==> config.mk <==
export PLATFORM = sky130hd
export DESIGN_NAME = booth_seq_multiplier
export DESIGN_NICKNAME = d
export VERILOG_FILES = /design/src/rtl/booth_seq_multiplier.sv
export SDC_FILE = /design/constraint.sdc
export NUM_CORES = 1
export LEC_CHECK = 0
export CAP_MARGIN = 0
export CORE_MARGIN = 4
export CORE_UTILIZATION = 45
export DETAILED_ROUTE_END_ITERATION = 6
export PLACE_DENSITY = 0.73
export SLEW_MARGIN = 20
export SYNTH_ARGS = -nofsm -noshare
export SYNTH_HDL_FRONTEND = slang
export SYNTH_SLANG_ARGS = --single-unit
==> constraint.sdc <==
create_clock -name clk -period 4 [get_ports clk]
set_input_delay 0.6 -clock clk [delete_from_list [all_inputs] [get_ports clk]]
set_output_delay 0.6 -clock clk [all_outputs]
set_load 0.02 [all_outputs]
==> src/rtl/booth_seq_multiplier.sv <==
// ---------------------------------------------------------------------------
// booth_seq_multiplier
//
// Sequential radix-2 Booth multiplier for signed (two's-complement) operands.
// It sits beside the ALU as a multi-cycle multiply unit with a start/done
// handshake. Each cycle the datapath evaluates an adder (A+M), a subtractor
// (A-M) and an arithmetic right shift over {A,Q,Q_1}. The result is ready
// WIDTH cycles after the load edge.
//
// Parameters
//   WIDTH  operand width in bits; the product is 2*WIDTH bits wide.
//
// Ports
//   clk    in   clock; all state updates happen on the rising edge
//   rst    in   synchronous, active-high reset; aborts a multiply in flight
//   start  in   begin a multiply; sampled only while idle
//   M      in   [WIDTH-1:0]    multiplicand, signed
//   Q      in   [WIDTH-1:0]    multiplier, signed
//   busy   out  high while a multiply is in progress
//   done   out  one-cycle pulse on the edge that updates out
//   out    out  [2*WIDTH-1:0]  signed product, held until the next completion
//
// Optional build macro
//   BOOTH_TRACE_EN  when defined, each iteration logs A, Q_reg, Q_1 and count
//                   to the simulation log, and completion logs the product.
//                   When undefined, no display code is compiled and the RTL
//                   is purely synthesizable. Behaviour is identical in both
//                   builds.
// ---------------------------------------------------------------------------
module booth_seq_multiplier #(
  parameter int WIDTH = 8
) (
  input  logic                 clk,
  input  logic                 rst,
  input  logic                 start,
  input  logic [WIDTH-1:0]     M,
  input  logic [WIDTH-1:0]     Q,
  output logic                 busy,
  output logic                 done,
  output logic [2*WIDTH-1:0]   out
);

  // count must be able to hold the value WIDTH, which it reaches after the
  // final iteration.
  localparam int CW = $clog2(WIDTH + 1);
  localparam logic [CW-1:0] LAST_ITER = CW'(WIDTH - 1);

  typedef enum logic [0:0] {
    S_IDLE = 1'b0,
    S_RUN  = 1'b1
  } state_t;

  state_t state_q, state_d;

  // The accumulator carries one extra bit. Without it, subtracting
  // M = -2^(WIDTH-1) would overflow: the result would wrap and the sign of
  // the partial product would be lost.
  logic [WIDTH:0]       a_q;
  logic [WIDTH-1:0]     q_reg_q;
  logic                 q_1_q;
  logic [WIDTH-1:0]     m_reg_q;
  logic [CW-1:0]        count_q;
  logic                 done_q;
  logic [2*WIDTH-1:0]   out_q;

  // FSM decode outputs
  logic                 load;
  logic                 finish;

  // Datapath signals
  logic [WIDTH:0]       m_ext;
  logic [WIDTH:0]       a_add;
  logic [WIDTH:0]       a_sub;
  logic [WIDTH:0]       a_sel;
  logic [WIDTH:0]       a_shr;
  logic [WIDTH-1:0]     q_shr;

  // -------------------------------------------------------------------------
  // Control FSM: the state register
  // -------------------------------------------------------------------------
  // NOTE: Sequential state uses non-blocking (<=) assignments. All registers
  // then update together from values sampled before the edge, and the result
  // does not depend on the order in which the always blocks run.
  always_ff @(posedge clk) begin
    if (rst) begin
      state_q <= S_IDLE;
    end else begin
      state_q <= state_d;
    end
  end

  // Control FSM: next state and strobes.
  // The FSM is back in S_IDLE during the cycle done is high, so a start in
  // that cycle is accepted and multiplies can run back to back.
  // NOTE: Every signal assigned here gets a default value first. A path that
  // leaves a signal unassigned would infer a latch.
  always_comb begin
    state_d = state_q;
    load    = 1'b0;
    finish  = 1'b0;
    unique case (state_q)
      S_IDLE: begin
        if (start) begin
          load    = 1'b1;
          state_d = S_RUN;
        end
      end
      S_RUN: begin
        // A start seen in this state is ignored.
        if (count_q == LAST_ITER) begin
          finish  = 1'b1;
          state_d = S_IDLE;
        end
      end
      default: state_d = S_IDLE;
    endcase
  end

  // -------------------------------------------------------------------------
  // Datapath: adder, subtractor, Booth select and arithmetic right shift.
  // All of it is combinational and is evaluated once per cycle.
  // -------------------------------------------------------------------------
  assign m_ext = {m_reg_q[WIDTH-1], m_reg_q};
  assign a_add = a_q + m_ext;
  assign a_sub = a_q - m_ext;

  always_comb begin
    a_sel = a_q;
    unique case ({q_reg_q[0], q_1_q})
      2'b10:   a_sel = a_sub;   // start of a run of 1s
      2'b01:   a_sel = a_add;   // end of a run of 1s
      default: a_sel = a_q;     // 00 / 11: inside a run, no partial product
    endcase
  end

  // Shift {A,Q_reg,Q_1} right by one. A keeps its sign bit, A[0] moves into
  // the MSB of Q_reg, and Q_reg[0] becomes the new Q_1.
  assign a_shr = {a_sel[WIDTH], a_sel[WIDTH:1]};
  assign q_shr = {a_sel[0], q_reg_q[WIDTH-1:1]};

  // -------------------------------------------------------------------------
  // Datapath registers
  // -------------------------------------------------------------------------
  always_ff @(posedge clk) begin
    if (rst) begin
      a_q     <= '0;
      q_reg_q <= '0;
      q_1_q   <= 1'b0;
      m_reg_q <= '0;
      count_q <= '0;
      done_q  <= 1'b0;
      out_q   <= '0;
    end else begin
      done_q <= finish;
      if (load) begin
        m_reg_q <= M;
        q_reg_q <= Q;
        a_q     <= '0;
        q_1_q   <= 1'b0;
        count_q <= '0;
      end else if (state_q == S_RUN) begin
        a_q     <= a_shr;
        q_reg_q <= q_shr;
        q_1_q   <= q_reg_q[0];
        count_q <= count_q + CW'(1);
        // The product is taken from the post-shift values of the last
        // iteration. The top bit of A is only a guard bit and is dropped.
        if (finish) begin
          out_q <= {a_shr[WIDTH-1:0], q_shr};
        end
      end
    end
  end

  assign busy = (state_q == S_RUN);
  assign done = done_q;
  assign out  = out_q;

`ifdef BOOTH_TRACE_EN
  // -------------------------------------------------------------------------
  // Simulation trace. Prints the post-iteration state so that the log lines
  // up with the register values seen after each edge.
  // -------------------------------------------------------------------------
  always @(posedge clk) begin
    if (!rst && state_q == S_RUN) begin
      $display("booth: A=%b Q=%b Q_1=%b count=%0d",
               a_shr, q_shr, q_reg_q[0], count_q + CW'(1));
      if (finish) begin
        $display("booth: product=%0d (0x%h)",
                 $signed({a_shr[WIDTH-1:0], q_shr}),
                 {a_shr[WIDTH-1:0], q_shr});
      end
    end
  end
`else
  // Trace disabled: nothing is compiled here.
`endif

endmodule

==> flow_metrics.py, run 1 <==
metrics = {
    "outcome": {
        "status": "complete, no violations",
    },
    "clock_network": {
        "cts_sinks": 47,
        "clk_pin_slew_worst_paths_ns": 0.09,
        "ctsRootBufferMaster": "clkbuf_8",
        "hold_buffers": 0,
        "post_cts_buffers": 0,
        "cts_buffer_depth": 2,
        "cts_tree": "done",
        "clock_latency_ns": 0.30,
        "h-tree-depth": 2,
        "numCtsBuffers": 5,
        "cts_resized": 0,
    },
    "placed_design": {
        "dp_hpwl_mm": 4.01,
        "place_congestion": 0.853,
        "place_ws_ns": 1.28,
        "io_buffers": 36,
    },
    "synth": {
        "syn-cell-area_um2": 2410,
        "synthTopCellsByArea": "dfxtp_1, mux2i_1, ha_1",
        "ys_warn_count": 0,
        "async_reset_ff_share_pct": 0,
        "ys_ff_latch": 47,
        "synth_ff_type": "dfxtp_1",
        "ys_types": 45,
        "synth_fp_nets": 308,
        "synth_top_cell_area_share_pct": 39.0,
        "synth_edf_count": 0,
        "synth.yosys.seq_area_share_pct": 39.0,
        "syn_inst": 276,
        "yosys.area.top_type": "dfxtp_1",
        "syn_area_per_cell_um2": 8.73,
    },
    "global_route": {
        "grt_pass1_wl_mm": 8.97,
        "track_usage_pct": 17.3,
        "grt_remaining_overflow": 0,
        "grt_antenna_before_repair": 0,
        "grt_pass1_vias": 1845,
        "grt_max_degree": 35,
    },
    "routing": {
        "drt_drc_violations_left": 0,
        "wl_per_cell_um": 14.2,
        "post_drt_via_cell_ratio": 5.36,
        "drt_iter0_drc": 120,
        "dr_wl_met3_um": 207,
        "vias": 2020,
        "drt-total-wl_mm": 5.35,
        "ant_nets": 0,
        "dr.pass1.iters": 4,
        "wl_met2_mm": 2.56,
        "routedLengthMet1_mm": 2.54,
        "maxUsedRoutingLayer": "met4",
    },
    "sta": {
        "drv_slew": 0,
        "relSlewSlack_pct": 57.1,
        "clock_skew_ns": 0.0106,
        "setup_viol_count_final": 0,
        "finalHoldViolations": 0,
        "rsz0062_at_grt": "false",
        "worst_pin_slew_ns": 0.641,
        "setup-tns-final_ns": 0,
        "fmax_mhz": 391,
        "setup_ws_ns": 1.44,
        "period_share_pct": 63.9,
        "fin_crit_ns": 2.56,
        "timing.hold.ws_ns": 0.470,
    },
    "setup_path": {
        "start_kind": "register",
        "critPathKind": "reg2reg",
        "crit_path_end_kind": "register",
        "cpMostUsedCell": "inv_1",
        "crit_chain": "inv_1, ha_1, mux2_2, inv_1, fa_1, and2b_1, o211a_1, nor3_1, o21ai_0, mux2i_1",
        "slowest_stage": "fa_1",
        "crit_fanout": 8,
        "cp_data_required_time_ns": 4.23,
        "critPathArrivalTime_ns": 2.79,
        "cpPeakStageDelay_ns": 0.40,
    },
    "floorplan": {
        "die_area_um2": 6590,
        "ios": 37,
        "num_rows": 26,
        "die_h_um": 81.2,
        "design.core.area_um2": 5140,
        "start_util_pct": 46.9,
        "dieWidth_um": 81.2,
    },
    "power": {
        "p_leak_nw": 1.20,
        "power_density_nw_per_um2": 342,
        "ir_drop_uv": 210,
    },
    "finish": {
        "final_common_cell": "dfxtp_1",
        "antennaDiodeCount": 0,
        "area_delta_synth_final_pct": 20.0,
        "nets": 338,
        "drive_above_1_share_pct": 5.54,
        "final_cell_mix": "dfxtp_1, clkdlybuf4s50_1, nor2_1",
    },
    "job": {
        "drv_cap": 0,
    },
    "worst_hold_path": {
        "min_path_type": "reg2reg",
    },
}
-- critical path, delay by kind of cell (launching register included) --
family	cells	cell delay, ns
adders and majority gates	2	0.70
muxes	2	0.50
AOI/OAI and AO/OA	2	0.50
DFF	1	0.37
and+or+nand+nor	2	0.34
buffers and inverters	2	0.11
-- per-stage QoR --
step / util (%) / cells / cell area [um^2] / total power [W]
floorplan: - / 276 / 2410 / 0.000650
global placement: 54.5 / 369 / 2800 / 0.000701
detailed placement: 54.5 / 369 / 2800 / 0.000705
CTS: 56.3 / 377 / 2890 / 0.000997
global route: 56.3 / 377 / 2890 / 0.00105
finish: 56.3 / 377 / 2890 / 0.000988
-- state kept, by name (all words and copies together), names as in the netlist --
signal / count
busy: 1
count_q: 4
m_reg_q: 8
q_1_q: 1
a_q: 8
q_reg_q: 8
done: 1
out: 16
-- area by class of cell --
| type | count | area [um^2] |
|---|---|---|
| clock inverters | 3 | 22.5 |
| flip-flops and latches | 47 | 941 |
| fillers | 497 | 2250 |
| clock buffers | 5 | 68.8 |
| inverters | 10 | 37.5 |
| multi-input cells | 203 | 1350 |
| well taps | 70 | 87.6 |
| repair buffers | 39 | 383 |
-- metal layers --
metal  track usage, %  vias to the layer above
li1                 -                     1032
met1             23.6                      949
met2             28.0                       33
met3             3.66                        6
met4             4.22                        0
met5                0                        -
-- final timing paths --
kind,slack (ns),from,depth (start not counted),end
setup reg to reg,1.44,q_reg_q[0],10,a_q[7]
hold / removal,0.47,out[12],2,out[12]
hold reg to reg,0.47,out[12],2,out[12]
setup / recovery,1.44,q_reg_q[0],10,a_q[7]
-- synth_stat cells (2+ instances only) --
master and count:
nor3_1 4, mux2i_1 16, inv_1 10, a21oi_1 27
a32oi_1 3, a31oi_1 4, ha_1 12, nor2_1 30
nand2b_1 3, o21ai_0 14, nand2_1 28, clkbuf_1 6
o211ai_1 4, dfxtp_1 47, buf_2 7, or2_1 2
nor2b_1 5, nand4b_1 2, a22o_1 8, xor2_1 12
o21a_1 3, xnor2_1 2, a211oi_1 5
-- logic make-up after synthesis --
kind of cell             share of synthesized area, %
AO/OA/AOI/OAI                                    20.1
XOR/XNOR                                         5.09
adder cells (fa/ha/maj)                          7.06
buffers and inverters                            4.88
flip-flops                                       39.0
multiplexers                                     7.11
AND/OR/NAND/NOR                                  16.7
-- report_power, final --
part           switching, W  internal [W]  leakage [nW]
clock network      0.000168      0.000125        0.0485
registers         0.0000172      0.000483         0.382
logic              0.000109     0.0000856         0.773
total              0.000294      0.000694          1.20
Note: power is estimated with default switching activity, not from simulation.
==> inputs of run 2 (changes only) <==
==> constraint.sdc (replaced) <==
create_clock -name clk -period 2.4 [get_ports clk]
set_input_delay 0.36 -clock clk [delete_from_list [all_inputs] [get_ports clk]]
set_output_delay 0.36 -clock clk [all_outputs]
set_load 0.02 [all_outputs]
==> flow_metrics.py, run 2 (synthesis results as in run 1) <==
metrics = {
    "setup_path": {
        "r2r_start": "m_reg_q[0]",
        "crit_fanout": 3,
        "crit_start": "m_reg_q[0]",
        "critPathKind": "reg2reg",
        "slowest_stage": "dfxtp_4",
        "critPathArrivalTime_ns": 2.65,
        "crit_chain": "buf_4, nor3_2, nor2_2, xor2_1, ha_1, or2_2, o211a_1, buf_6, nor4_2, a2111oi_4, nand2_1",
        "cpPeakStageDelay_ns": 0.37,
        "crit_buf_inv": 2,
        "crit_path_end_kind": "register",
        "start_kind": "register",
        "critical-path-top-delay-family": "simple AND/OR/NAND/NOR gates",
        "cp_data_required_time_ns": 2.66,
    },
    "power": {
        "swShare_pct": 30.3,
        "internal-power_w": 0.00124,
        "p_leak_nw": 1.37,
        "p_switching_w": 0.000538,
        "seqPwrFrac_pct": 46.9,
        "ir_drop_uv": 357,
        "power_density_nw_per_um2": 543,
        "pwr-share-clk_pct": 28.2,
        "pwr-share-comb_pct": 25.0,
    },
    "finish": {
        "final_cell_mix": "dfxtp_1, clkdlybuf4s50_1, buf_4",
        "drive_above_1_share_pct": 22.4,
        "final_common_cell": "dfxtp_1",
        "num-fill-cells": 454,
        "largest_register_ff_count": 16,
        "antennaDiodeCount": 0,
        "final_util_pct": 63.6,
        "nets": 366,
        "area_delta_synth_final_pct": 35.7,
        "finalNonFillerCells": 405,
    },
    "sta": {
        "setup-tns-final_ns": 0,
        "finalHoldViolations": 0,
        "period_share_pct": 99.7,
        "rsz0062_at_grt": "true",
        "clock_skew_ns": 0.00964,
        "drv_slew": 0,
        "relSlewSlack_pct": 74.4,
        "fmax_mhz": 418,
        "fin_crit_ns": 2.39,
        "worst_pin_slew_ns": 0.381,
        "setup_ws_ns": 0.00695,
        "setup_viol_count_final": 0,
    },
    "placed_design": {
        "dp.cells": 389,
        "place_congestion": 0.800,
        "place_ws_ns": -0.130,
        "io_buffers": 36,
        "dp_hpwl_mm": 4.35,
    },
    "floorplan": {
        "die_h_um": 81.2,
        "design.core.area_um2": 5140,
        "dieWidth_um": 81.2,
        "num_rows": 26,
        "start_util_pct": 46.9,
        "die_area_um2": 6590,
        "ios": 37,
    },
    "global_route": {
        "grt_pass1_wl_mm": 9.80,
        "grt_remaining_overflow": 0,
        "grt_pass1_vias": 2130,
        "track_usage_pct": 19.3,
        "grt_max_degree": 23,
        "grt_antenna_before_repair": 0,
    },
    "routing": {
        "wl_per_cell_um": 14.7,
        "vias": 2122,
        "ant_nets": 0,
        "post_drt_via_cell_ratio": 5.24,
        "drt-total-wl_mm": 5.94,
        "dr.pass1.iters": 4,
        "drt_drc_violations_left": 0,
        "drt_iter0_drc": 125,
    },
    "clock_network": {
        "clk_pin_slew_worst_paths_ns": 0.09,
        "cts_buffer_depth": 2,
        "ctsRootBufferMaster": "clkbuf_8",
        "cts_tree": "done",
        "numCtsBuffers": 5,
        "cts_sinks": 47,
        "h-tree-depth": 2,
        "clock_latency_ns": 0.31,
    },
    "worst_hold_path": {
        "min_path_type": "reg2reg",
        "min-delay-start": "out[12]",
    },
    "outcome": {
        "status": "complete, no violations",
    },
    "job": {
        "drv_cap": 0,
    },
}
-- run 2: cell types whose count changed in the layout (fill, tap and decap cells not counted), sizes merged --
cell    before  now
buf          3   31
inv         11   12
clkinv       2    1
-- run 2: power groups by stage --
stage / clock network, W / registers, W / logic, W
floorplan: 0 / 0.000843 / 0.000239
CTS: 0.000509 / 0.000831 / 0.000400
global placement: 0 / 0.000846 / 0.000362
finish: 0.000500 / 0.000831 / 0.000443
global route: 0.000546 / 0.000835 / 0.000491
detailed placement: 0 / 0.000846 / 0.000368
-- run 2: worst reg2reg max path, delay by kind of cell, from the launching register on --
family	cells	cell delay [ns]
buf+inv	2	0.29
xor+xnor	1	0.14
simple gates	5	1.04
fa+ha+maj	1	0.29
flops	1	0.37
compound gates	2	0.24
-- run 2: metrics by stage --
stage | instance area (um^2) | hold slack [ns] | total power [W]
after global placement | 2950 | 0.442 | 0.00121
after CTS | 3140 | 0.475 | 0.00174
final | 3270 | 0.473 | 0.00177
after global routing | 3270 | 0.491 | 0.00187
after detailed placement | 2950 | 0.453 | 0.00121
after floorplan | 2410 | 0.457 | 0.00108
-- run 2: layer usage --
metal / global-route usage, % / up-vias / wire length (um)
met5: 0 / - / 0
met1: 24.3 / 993 / 2640
met4: 7.43 / 0 / 123
met3: 4.88 / 11 / 215
met2: 31.7 / 31 / 2960
li1: - / 1087 / -
-- run 2: worst paths after layout --
path                                 to  slack (ns)  cells after the start
worst min-delay path            out[12]        0.47                      2
worst max register to register  out[15]       0.007                     11
worst max-delay path            out[15]       0.007                     11
worst min register to register  out[12]        0.47                      2
-- run 2: area by class of cell --
cell class | count | area [um^2] | share of cell area, %
multi-input cells | 203 | 1510 | 46.0
inverters | 10 | 37.5 | 1.15
flip-flops and latches | 47 | 951 | 29.1
repair buffers | 67 | 597 | 18.3
clock inverters | 3 | 22.5 | 0.689
well taps | 70 | 87.6 | 2.68
clock buffers | 5 | 68.8 | 2.10
-- run 2: repair_timing --
item / in CTS / in global routing
gates resized for setup: 20 / 24
pin swaps: 9 / 16
buffers inserted: 4 / 4
gates cloned: 0 / 0
setup endpoints to repair: 5 / 10
hold buffers: 0 / 0
hold endpoints to repair: 0 / 0
==> RTL edit: new RTL, flow settings as in run 1 <==
The parameter `WIDTH` goes from 8 to 4.
--- a/src/rtl/booth_seq_multiplier.sv
+++ b/src/rtl/booth_seq_multiplier.sv
@@ -29,5 +29,5 @@
 // ---------------------------------------------------------------------------
 module booth_seq_multiplier #(
-  parameter int WIDTH = 8
+  parameter int WIDTH = 4
 ) (
   input  logic                 clk,
Ports: changed (resized M, Q and out); port bits go from 37 to 21. No check against the original RTL was run, so the function may have changed too.
==> RTL edit against run 1 <==
Cell area down 48%. Die area down 44%. Routed wire length is 54% lower. Clock skew fell by 0.0074 ns. Sequential cell count is 21 lower. Clock power decreased by 64%. Power decreased by 53%. Worst setup slack improved by 0.064 ns. Count of clock-buffer cells in the layout shrank 2. Utilization grew 2.2 points. Hold slack improved by 0.011 ns. Area after synthesis fell by 48%. Critical path type unchanged. First-iteration DRC count fell by 80%. Maximum frequency increased by 2.6%.
==> RTL edit: results <==
set metrics [dict create \
    crit_start "m_reg_q[0]" \
    portBuffers 20 \
    grt_max_degree 26 \
    synth_area_leaders "dfxtp_1, ha_1, mux2i_1" \
    tightestPinTransition_ns 0.729 \
    vdd_ir_drop_max_v 0.000295 \
    clock_latency_ns 0.31 \
    yosys_warnings 0 \
    drtIter0Drc 24 \
    num-nets-final 176 \
    numCtsBuffers 3 \
    grt_pass1_wl_mm 4.02 \
    status "finished, final reports clean" \
    ff2ff_setup_slack_ns 1.51 \
    cp-endpoint "out[7]" \
    cts-root-buf "clkbuf_4" \
    arrival_ns 2.75 \
    ys_types 33 \
    drive_gt1_share_pct 5.88 \
    syn-num-nets 157 \
    ys_seq_area_share_pct 41.2 \
    track_usage_pct 14.6 \
    path_clk_slew_ns 0.13 \
    dr_total_vias 955 \
    place_congestion 0.770 \
    dp_hpwl_mm 1.93 \
    fin_skew_ns 0.00325 \
    crit_fanout 4 \
    h-tree-depth 1 \
    grt_pass1_vias 891 \
    synthTopCellsByCount "dfxtp_1, nor2_1, mux2i_1, a21oi_1, ha_1" \
    reg2regPathDepth 9 \
    largest_reg_flops 8 \
]
## RTL edit: cell count changes after synthesis, sizes merged, moves of 4 or more
cell    before  now
a22o         8    4
o21ai       14    5
nand2       28    6
dfxtp       47   26
a21oi       27   11
o211ai       4    0
nor2        30   21
inv         10    5
buf         10    4
mux2i       16   11
xor2        12    3
## RTL edit: cell type report
class                      instances  area, um^2
inverter                           5        18.8
tap                               30        37.5
clock buffer                       3        22.5
timing repair buffer              21         208
sequential                        26         520
multi-input combinational         98         693
fill                             232        1070
## RTL edit: per-layer routing
layer  up-vias  global-route usage (%)  part of all wire, %
met2        12                    24.4                   49
met4         0                    3.72                 0.28
li1        502                       -                    -
met1       439                    18.2                   48
met5         -                       0                    0
met3         2                    4.68                  3.4
## RTL edit: per-stage QoR
| step | setup WS (ns) | instance area [um^2] | total power, mW | std cells | hold slack (ns) |
|---|---|---|---|---|---|
| after global routing | 1.37 | 1500 | 0.489 | 183 | 0.498 |
| after detailed placement | 1.53 | 1480 | 0.362 | 180 | 0.456 |
| after CTS | 1.49 | 1500 | 0.466 | 183 | 0.485 |
| after floorplan | 1.70 | 1260 | 0.338 | 136 | 0.457 |
| after global placement | 1.64 | 1480 | 0.359 | 180 | 0.438 |
| final | 1.51 | 1500 | 0.461 | 183 | 0.481 |
## RTL edit: logic make-up after synthesis
kind of cell / count (synthesis) / share of synthesized area, %
compound gates: 28 / 15.3
xor+xnor: 6 / 4.16
fa+ha+maj: 10 / 10.5
buf+inv: 12 / 3.86
flops: 26 / 41.2
mux: 12 / 9.61
simple gates: 42 / 15.4
## RTL edit: worst max-delay path: stages, from the launching register on
cell and delay, ns:
dfxtp_1 0.37, inv_1 0.06, ha_1 0.29, mux2_2 0.30
fa_1 0.45, a21o_1 0.21, a21oi_2 0.14, xnor2_1 0.12
or4_1 0.42, nand3_1 0.08
## RTL edit: worst min path at each step
stage	cells past startpoint	start	to	slack [ns]
after floorplan	1	q_reg_q[3]	out[2]	0.46
after CTS	2	out[6]	out[6]	0.48
after global routing	2	out[3]	out[3]	0.50
after detailed placement	2	out[6]	out[6]	0.46
after global placement	2	out[6]	out[6]	0.44
final	2	out[3]	out[3]	0.48
## RTL edit: power by group
group	leakage (nW)	total, mW	internal (mW)	switching, mW
logic	0.411	0.0818	0.0385	0.0433
registers	0.212	0.274	0.268	0.00685
clock network	0.0138	0.105	0.0352	0.0700
total	0.636	0.461	0.341	0.120
